<file path="src/rtl/mmio_io_peripherals.sv">
// rtl/mmio_io_peripherals.sv - button/switch conditioning and signed decimal 4-digit seven-segment display
module mmio_io_peripherals #(
    parameter int N               = 8,
    parameter int DEBOUNCE_CYCLES = 500000,
    parameter int REFRESH_CYCLES  = 50000
) (
    input  logic         clk,
    input  logic         rst,
    input  logic         btn_raw,
    input  logic [N-1:0] sw_raw,
    input  logic [N-1:0] p1_value,
    output logic         p2_button,
    output logic [N-1:0] p3_switches,
    output logic [6:0]   seg,
    output logic [3:0]   an
);

    localparam int DB_W = (DEBOUNCE_CYCLES > 1) ? $clog2(DEBOUNCE_CYCLES) : 1;
    localparam int RF_W = (REFRESH_CYCLES > 1) ? $clog2(REFRESH_CYCLES) : 1;
    localparam int SC_W = $clog2(N + 1);

    localparam logic [6:0] SEG_BLANK = 7'b1111111;
    localparam logic [6:0] SEG_MINUS = 7'b0111111;
    localparam logic [6:0] SEG_ZERO  = 7'b1000000;

    typedef enum logic [1:0] {IDLE, LOAD, SHIFT, DONE} state_t;

    function automatic logic [6:0] hex7(input logic [3:0] d);
        case (d)
            4'd0:    hex7 = 7'b1000000;
            4'd1:    hex7 = 7'b1111001;
            4'd2:    hex7 = 7'b0100100;
            4'd3:    hex7 = 7'b0110000;
            4'd4:    hex7 = 7'b0011001;
            4'd5:    hex7 = 7'b0010010;
            4'd6:    hex7 = 7'b0000010;
            4'd7:    hex7 = 7'b1111000;
            4'd8:    hex7 = 7'b0000000;
            4'd9:    hex7 = 7'b0010000;
            default: hex7 = SEG_BLANK;
        endcase
    endfunction

    logic         btn_s1, btn_s2;
    logic [N-1:0] sw_s1;

    always_ff @(posedge clk) begin
        if (rst) begin
            btn_s1      <= 1'b0;
            btn_s2      <= 1'b0;
            sw_s1       <= '0;
            p3_switches <= '0;
        end else begin
            btn_s1      <= btn_raw;
            btn_s2      <= btn_s1;
            sw_s1       <= sw_raw;
            p3_switches <= sw_s1;
        end
    end

    // Any cycle where the synced button agrees with the output restarts the count.
    logic [DB_W-1:0] db_cnt;

    always_ff @(posedge clk) begin
        if (rst) begin
            db_cnt    <= '0;
            p2_button <= 1'b0;
        end else if (btn_s2 == p2_button) begin
            db_cnt <= '0;
        end else if (db_cnt == DB_W'(DEBOUNCE_CYCLES - 1)) begin
            p2_button <= btn_s2;
            db_cnt    <= '0;
        end else begin
            db_cnt <= db_cnt + DB_W'(1);
        end
    end

    state_t          state, state_next;
    logic [N-1:0]    latched, mag;
    logic            neg;
    logic [11:0]     bcd, bcd_adj;
    logic [SC_W-1:0] sc;
    logic [6:0]      dig [4];
    logic [3:0]      hund, tens, units;

    assign hund  = bcd[11:8];
    assign tens  = bcd[7:4];
    assign units = bcd[3:0];

    always_ff @(posedge clk) begin
        if (rst) state <= IDLE;
        else     state <= state_next;
    end

    always_comb begin
        state_next = state;
        case (state)
            IDLE:    if (p1_value != latched) state_next = LOAD;
            LOAD:    state_next = SHIFT;
            SHIFT:   if (sc == SC_W'(1)) state_next = DONE;
            DONE:    state_next = IDLE;
            default: state_next = IDLE;
        endcase
    end

    always_comb begin
        bcd_adj = bcd;
        for (int i = 0; i < 3; i++) begin
            if (bcd[4*i +: 4] >= 4'd5) bcd_adj[4*i +: 4] = bcd[4*i +: 4] + 4'd3;
        end
    end

    // Digit registers change only in DONE, so a partial conversion is never displayed.
    always_ff @(posedge clk) begin
        if (rst) begin
            latched <= '0;
            mag     <= '0;
            neg     <= 1'b0;
            bcd     <= '0;
            sc      <= '0;
            dig[0]  <= SEG_ZERO;
            dig[1]  <= SEG_BLANK;
            dig[2]  <= SEG_BLANK;
            dig[3]  <= SEG_BLANK;
        end else begin
            case (state)
                IDLE: begin
                    if (p1_value != latched) latched <= p1_value;
                end
                LOAD: begin
                    neg <= latched[N-1];
                    mag <= latched[N-1] ? (~latched + N'(1)) : latched;
                    bcd <= '0;
                    sc  <= SC_W'(N);
                end
                SHIFT: begin
                    bcd <= {bcd_adj[10:0], mag[N-1]};
                    mag <= {mag[N-2:0], 1'b0};
                    sc  <= sc - SC_W'(1);
                end
                DONE: begin
                    dig[3] <= neg ? SEG_MINUS : SEG_BLANK;
                    dig[2] <= (hund != 4'd0) ? hex7(hund) : SEG_BLANK;
                    dig[1] <= (hund != 4'd0 || tens != 4'd0) ? hex7(tens) : SEG_BLANK;
                    dig[0] <= hex7(units);
                end
                default: ;
            endcase
        end
    end

    logic [RF_W-1:0] rf_cnt;
    logic [1:0]      idx, idx_inc;

    assign idx_inc = idx + 2'd1;

    always_ff @(posedge clk) begin
        if (rst) begin
            rf_cnt <= '0;
            idx    <= 2'd0;
            an     <= 4'b1110;
            seg    <= SEG_ZERO;
        end else if (rf_cnt == RF_W'(REFRESH_CYCLES - 1)) begin
            rf_cnt <= '0;
            idx    <= idx_inc;
            an     <= ~(4'b0001 << idx_inc);
            seg    <= dig[idx_inc];
        end else begin
            rf_cnt <= rf_cnt + RF_W'(1);
            seg    <= dig[idx];
        end
    end

endmodule

</file>
<file path="config.mk">
export PLATFORM = sky130hd
export DESIGN_NAME = mmio_io_peripherals
export DESIGN_NICKNAME = d
export VERILOG_FILES = /design/src/rtl/mmio_io_peripherals.sv
export SDC_FILE = /design/constraint.sdc
export NUM_CORES = 1
export LEC_CHECK = 0
export CORE_MARGIN = 10
export CORE_UTILIZATION = 33
export CTS_BUF_LIST = sky130_fd_sc_hd__clkbuf_4
export CTS_CLUSTER_DIAMETER = 100
export CTS_CLUSTER_SIZE = 20
export DETAILED_ROUTE_END_ITERATION = 8
export GPL_ROUTABILITY_DRIVEN = 0
export HOLD_SLACK_MARGIN = 0.12
export REMOVE_ABC_BUFFERS = 1
export SYNTH_ARGS = -nofsm -noshare
export SYNTH_HDL_FRONTEND = slang
export SYNTH_SLANG_ARGS = --single-unit
</file>
<file path="constraint.sdc">
create_clock -name clk -period 3.5 [get_ports clk]
set_input_delay 0.35 -clock clk [delete_from_list [all_inputs] [get_ports clk]]
set_output_delay 0.35 -clock clk [all_outputs]
set_load 0.03 [all_outputs]
</file>
==> flow_summary.toml, run 1 <==
[status]
status = "completed"

[hold_path]
hold_path_depth = 2
hold_class = "input port to flip-flop"

[sta]
peak_freq_ghz = 0.3534
slew_headroom_pct = 45.85
worst_tran_pin_value_ns = 0.8106
final-hold-violation-count = 0
worst_clock_skew_ns = 0.03084
setup_total_negative_slack_ns = 0
rsz_0062_raised_after_global_routing = "no"
finalSetupViolations = 0
post_route_minimum_period_ns = 2.830
final.period_utilization_pct = 80.85
report.final.slew_viol_count = 0

[clock_network]
clock_latency_ns = 0.55
cts_resized = 0
cts_tree = "done"
post-cts-setup-buffer-count = 0
cts.hold.buffers_added = 0
cts.sink_count = 147
clk_pin_slew_ns = 0.14
clockBufferDepth = 2
clock-root-buffer = "sky130_fd_sc_hd__clkbuf_4"
cts_made_buffers = 17
cts-htree-levels = 4

[synth]
synth_area_mm2 = 0.006785
synth_fa_ha_area_share_pct = 6.638
synth-seq-area-share_pct = 46.62
synth_top_family_by_area = "simple AND/OR/NAND/NOR gates"
synth_mux_area_share_pct = 5.311
simple_gate_area_share_of_the_yosys_netlist_pct = 20.41
synth-edff-count = 22
post_synth_num_cell_types = 66
synthArstFlopShare_pct = 0
yosysWarningCount = 0
synth-compound-area-share_pct = 10.40
synth_xor_area_share_pct = 6.454
postSynth.topFlopCell = "sky130_fd_sc_hd__dfxtp_1"
number_of_storage_elements_in_the_synthesis_netlist = 147
syn-instance-count = 711
synthesis.area_per_instance_um2 = 9.543

[pwr]
cellPowerDensity_mw_per_mm2 = 487.4
p_leak_nw = 2.648
clkPwrFrac_pct = 27.7
switching_power_mw = 1.200
switching_share_pct = 32.13
comb_power_share_pct = 21.0
power.internal_mw = 2.536
post_route_total_power_mw = 3.736
vdd_ir_drop_max_mv = 0.2654
power.sequential.fraction_pct = 51.3

[routing]
drt_drc_violations_left = 0
route.detailed.vias_per_inst = 4.704
routed_wire_length_per_instance_um = 12.50
ant_nets = 0
detailedRoute.firstIterationViolations = 208
totalWireLength_um = 12850
vias = 4836
detailedRoute.firstPassIterationCount = 4

[finish]
finish.cell_count_without_fillers = 1028
final_nets = 800
fin_area_mm2 = 0.007666
drive_gt1_share_pct = 8.575
num_antenna_cells = 0
syn_to_final_growth_pct = 12.98
final.fill_count = 2012

[setup_path]
timing.critical_path.slowest_cell_delay_ns = 0.55
startpoint_type = "flip-flop"
timing.critical_path.depth = 12
critical_path.top_delay_family = "adder cells"
worstSetupPathType = "flip-flop to flip-flop"
critical_path.slowest_cell = "sky130_fd_sc_hd__ha_1"
worst_r2r_path_depth = 12
critical_path.endpoint_type = "flip-flop"
r2r_slack_ns = 0.67
critPathBufInv = 4
critical_path_peak_fanout = 13
rr_startpoint = "state[1]$_SDFFE_PP0P_"
cpMostUsedCell = "sky130_fd_sc_hd__nor2_1"
worstPathArrival_ns = 3.28
cp_data_required_time_ns = 3.95
worstPathCellList = "inv_1, ha_1, inv_2, nor2_1, buf_4, a22oi_1, nor2_1, inv_1, ha_1, nor2_1, a211oi_1, a311oi_1"
crit_path_start = "state[1]$_SDFFE_PP0P_"

[placed_design]
hpwl_after_detailed_placement_um = 8985
placement.io_buffers = 38
placed_cells_incl_taps = 996
placedInstanceArea_mm2 = 0.007403

[die]
start_util_pct = 33.53
row_cnt = 52
dieWidth_um = 163.4
die_h_um = 163.4
dieArea_mm2 = 0.02670
fp.coreArea_mm2 = 0.02023
ioPinCount = 39

[global_route]
grt_max_degree = 44
grt_util_all_layers_pct = 10.01
antenna_violations_before_repair = 0
grt_remaining_overflow = 0
grt_pass1_vias = 4652
wire_length_of_the_first_global_routing_pass_um = 22040

[job]
max_cap_viol_count = 0
==> synthesized netlist by cell type, types with 6 or more instances <==
library cell	number	area, µm²
sky130_fd_sc_hd__nor3_1	15	75.07
sky130_fd_sc_hd__o221ai_1	12	105.1
sky130_fd_sc_hd__nor2b_1	25	156.4
sky130_fd_sc_hd__mux2i_1	18	180.2
sky130_fd_sc_hd__ha_1	36	450.4
sky130_fd_sc_hd__xor2_1	15	131.4
sky130_fd_sc_hd__nand3_1	17	85.08
sky130_fd_sc_hd__o21ai_0	12	60.06
sky130_fd_sc_hd__a211oi_1	6	45.04
sky130_fd_sc_hd__or3_1	10	62.56
sky130_fd_sc_hd__inv_1	30	112.6
sky130_fd_sc_hd__nand2b_1	16	100.1
sky130_fd_sc_hd__nand2_1	44	165.2
sky130_fd_sc_hd__clkbuf_1	14	52.55
sky130_fd_sc_hd__edfxtp_1	22	660.6
sky130_fd_sc_hd__and2_1	8	50.05
sky130_fd_sc_hd__nor4_1	11	68.82
sky130_fd_sc_hd__mux2_2	12	135.1
sky130_fd_sc_hd__buf_2	8	40.04
sky130_fd_sc_hd__nand4_1	15	93.84
sky130_fd_sc_hd__nor2_1	105	394.1
sky130_fd_sc_hd__dfxtp_1	125	2502
sky130_fd_sc_hd__xnor2_1	35	306.5
sky130_fd_sc_hd__a21oi_1	23	115.1
==> power by group through the flow <==
stage                     Sequential (mW)  Clock (mW)  Combinational, mW
after floorplan                      1.95           0              0.565
after global placement               1.95           0              0.788
after detailed placement             1.96           0              0.793
after CTS                            1.92        1.09              0.799
after global routing                 1.94        1.15              0.883
final                                1.92        1.03              0.784
==> worst reg2reg max path, delay by kind of cell (launching register included) <==
kind | cells | cell delay, ns
simple gates | 3 | 0.55
buf+inv | 4 | 0.62
compound gates | 3 | 0.41
fa+ha+maj | 2 | 0.78
flops | 1 | 0.40
==> worst min path at each step <==
stage                        start                        end
5_1_grt                        rst        sw_s1[7]$_SDFF_PP0_
2_1_floorplan    btn_s1$_SDFF_PP0_          btn_s2$_SDFF_PP0_
6_report                       rst        sw_s1[7]$_SDFF_PP0_
4_1_cts                        rst        sw_s1[7]$_SDFF_PP0_
3_3_place_gp   sw_s1[6]$_SDFF_PP0_  p3_switches[6]$_SDFF_PP0_
3_5_place_dp   sw_s1[6]$_SDFF_PP0_  p3_switches[6]$_SDFF_PP0_
==> per-stage QoR <==
step	util, %	setup slack [ns]	hold slack (ns)
after global placement	36.59	0.7908	0.4152
final	37.89	0.6701	0.2083
after floorplan	-	0.5856	0.4138
after CTS	37.89	0.6607	0.1533
after global routing	37.89	0.3729	0.1655
after detailed placement	36.59	0.6864	0.4256
==> kinds of logic (layout without fill, tap and decap cells) <==
family          Yosys count  in the layout
xor+xnor                 50             50
fa+ha+maj                36             36
simple gates            282            282
compound gates          100            100
flops                   147            147
mux                      32             32
buf+inv                  64            111
==> cells in the final DEF, fill, tap and decap left out, drive strengths merged, types with 5 or more instances in the layout <==
cell / count
buf: 10
a211oi: 6
or3: 10
nand3: 17
ha: 36
xnor2: 35
nor3: 15
dfxtp: 125
nand2b: 16
mux2: 12
nor2b: 25
a21oi: 23
o21ai: 15
nor4: 12
nand2: 45
inv: 40
o31ai: 5
a32oi: 5
clkbuf: 19
and2: 8
xor2: 15
edfxtp: 22
mux2i: 18
nor2: 105
o221ai: 12
clkdlybuf4s50: 37
nand4: 15
==> metal layers <==
layer / part of all wire [%] / routed length, µm / global-route usage [%] / vias to the layer above
met2: 44 / 5608 / 15.46 / 79
met5: 0 / 0 / 0 / -
met3: 4.7 / 601 / 3.524 / 13
met4: 1.1 / 146 / 3.156 / 0
li1: - / - / - / 2535
met1: 51 / 6498 / 12.79 / 2209
==> cell type report <==
| class | count | area, µm² | share of cell area (%) |
|---|---|---|---|
| inverter | 32 | 120.1 | 1.567 |
| timing repair buffer | 47 | 442.9 | 5.778 |
| multi-input combinational | 500 | 3339 | 43.56 |
| tap | 270 | 337.8 | 4.407 |
| clock buffer | 19 | 142.6 | 1.861 |
| sequential | 147 | 3163 | 41.26 |
| clock inverter | 13 | 120.1 | 1.567 |
Note: power is estimated with default switching activity, not from simulation.
==> run 2, diff against run 1 <==
Clock period 3.5 ns to 2.4 ns, I/O delays scaled along.
==> flow_summary.toml, run 2 (same netlist as run 1, synthesis figures left out) <==
[status]
status = "completed"

[setup_path]
timing.critical_path.slowest_cell_delay_ns = 0.36
cp_data_required_time_ns = 2.81
startpoint_type = "flip-flop"
worstPathArrival_ns = 2.66
critical_path_peak_fanout = 4
worstSetupPathType = "flip-flop to flip-flop"
worstPathCellList = "inv_1, ha_1, nand2b_1, a21o_1, xnor2_2, o22ai_1, and2_4, inv_1, ha_1, nor4_1, nor3_1"
critical_path.slowest_cell = "sky130_fd_sc_hd__dfxtp_2"
critical_path.endpoint_type = "flip-flop"

[pwr]
power.sequential.fraction_pct = 47.2
p_leak_nw = 2.803
post_route_total_power_mw = 5.904
switching_power_mw = 1.779
comb_power_share_pct = 22.3
clkPwrFrac_pct = 30.5
vdd_ir_drop_max_mv = 0.4803
cellPowerDensity_mw_per_mm2 = 738.0
switching_share_pct = 30.13
power.internal_mw = 4.125

[die]
start_util_pct = 33.53
fp.coreArea_mm2 = 0.02023
dieWidth_um = 163.4
die_h_um = 163.4
dieArea_mm2 = 0.02670
ioPinCount = 39
row_cnt = 52

[global_route]
antenna_violations_before_repair = 1
grt_util_all_layers_pct = 10.10
grt_max_degree = 47
wire_length_of_the_first_global_routing_pass_um = 22320
grt_pass1_vias = 4729
grt_remaining_overflow = 0

[sta]
postLayoutSetupSlackWorst_ns = 0.1580
rsz_0062_raised_after_global_routing = "yes"
slew_headroom_pct = 48.30
finalSetupViolations = 0
report.final.slew_viol_count = 0
peak_freq_ghz = 0.4460
final-hold-violation-count = 0
setup_total_negative_slack_ns = 0
post_route_minimum_period_ns = 2.242
worst_tran_pin_value_ns = 0.7738
final.period_utilization_pct = 93.42
worst_clock_skew_ns = 0.03059

[placed_design]
hpwl_after_detailed_placement_um = 9171
placed_cells_incl_taps = 1017
placedInstanceArea_mm2 = 0.007574
dp_slack_ns = 0.04943
placement.io_buffers = 38

[hold_path]
hold_class = "input port to flip-flop"

[routing]
vias = 4951
ant_nets = 0
routed_wire_length_per_instance_um = 12.36
totalWireLength_um = 13000
route.detailed.vias_per_inst = 4.706
detailedRoute.firstPassIterationCount = 7
detailedRoute.firstIterationViolations = 198
drt_drc_violations_left = 0

[finish]
drive_gt1_share_pct = 13.44
finish.cell_count_without_fillers = 1052
most_common_cell_after_layout_fill_and_taps_aside = "sky130_fd_sc_hd__dfxtp_1"
syn_to_final_growth_pct = 17.91
mostFrequentLayoutCells = "120 x sky130_fd_sc_hd__dfxtp_1, 103 x sky130_fd_sc_hd__nor2_1, 44 x sky130_fd_sc_hd__nand2_1, 37 x sky130_fd_sc_hd__clkdlybuf4s50_1, 34 x sky130_fd_sc_hd__xnor2_1"
final_nets = 823
final.fill_count = 2023
fin_area_mm2 = 0.008000

[clock_network]
cts_made_buffers = 17
clockBufferDepth = 2
clock-root-buffer = "sky130_fd_sc_hd__clkbuf_4"
cts.sink_count = 147
clk_pin_slew_ns = 0.13
cts-htree-levels = 4
cts_tree = "done"
clock_latency_ns = 0.55

[job]
max_cap_viol_count = 0
## run 2: cell count changes in the layout (fill, tap and decap cells not counted), moves of 2 or more
cell / before / now
sky130_fd_sc_hd__buf_4: 9 / 30
sky130_fd_sc_hd__bufinv_16: 1 / 4
sky130_fd_sc_hd__clkinv_4: 0 / 2
sky130_fd_sc_hd__dfxtp_1: 125 / 120
sky130_fd_sc_hd__dfxtp_2: 0 / 3
sky130_fd_sc_hd__dfxtp_4: 0 / 2
sky130_fd_sc_hd__ha_1: 36 / 33
sky130_fd_sc_hd__ha_2: 0 / 2
sky130_fd_sc_hd__inv_4: 3 / 0
sky130_fd_sc_hd__inv_6: 5 / 3
sky130_fd_sc_hd__nor2_1: 105 / 103
sky130_fd_sc_hd__nor2_2: 0 / 2
sky130_fd_sc_hd__o21ai_2: 1 / 3
## run 2: what timing repair did
action	4_1_cts	5_1_grt
hold buffers	1	0
pin swaps	1	3
setup buffers	0	1
hold endpoints to repair	13	0
endpoints found under the setup margin	1	16
resized for setup	1	21
## run 2: final cells by class
type,instances,area (µm²),share of cell area [%]
multi-input cells,500,3400,42.49
flip-flops and latches,147,3174,39.68
repair buffers,70,630.6,7.882
well taps,270,337.8,4.223
clock inverters,14,200.2,2.502
clock buffers,18,135.1,1.689
inverters,32,120.1,1.501
diodes,1,2.502,0.03128
## run 2: power groups by stage
stage | sequential (mW) | clock, mW | combinational, mW
floorplan | 2.84 | 0 | 0.824
global placement | 2.84 | 0 | 1.26
detailed placement | 2.84 | 0 | 1.28
CTS | 2.79 | 1.88 | 1.29
global route | 2.81 | 1.97 | 1.48
finish | 2.79 | 1.80 | 1.32
## run 2: metal layers
layer / share of wire, % / GRT usage [%]
met5: 0 / 0
met4: 1.7 / 3.852
met3: 5.1 / 3.423
met2: 44 / 15.64
met1: 50 / 12.69
## run 2: worst paths after layout
path	startpoint	end	slack, ns	cells after the start
worst max-delay path	bcd[5]$_SDFFE_PP0N_	flip-flop	0.16	11
worst min-delay path	sw_raw[6]	sw_s1[6]$_SDFF_PP0_	0.24	2
worst min register to register	sw_s1[1]$_SDFF_PP0_	p3_switches[1]$_SDFF_PP0_	0.45	1
worst max register to register	bcd[5]$_SDFFE_PP0N_	flip-flop	0.16	11
## run 2: per-stage QoR
stage | util, % | hold WS, ns
after CTS | 39.15 | 0.1670
after global placement | 37.43 | 0.4147
after floorplan | - | 0.3091
after detailed placement | 37.43 | 0.4264
after global routing | 39.54 | 0.1675
final | 39.54 | 0.2366
## run 2: critical path: cells and delay by family (launching register included)
family	cells	cell delay, ns
buffers and inverters	2	0.15
AOI/OAI and AO/OA	2	0.41
xor gates and xnor gates	1	0.14
adders and majority gates	2	0.38
and+or+nand+nor	4	0.68
DFF	1	0.36
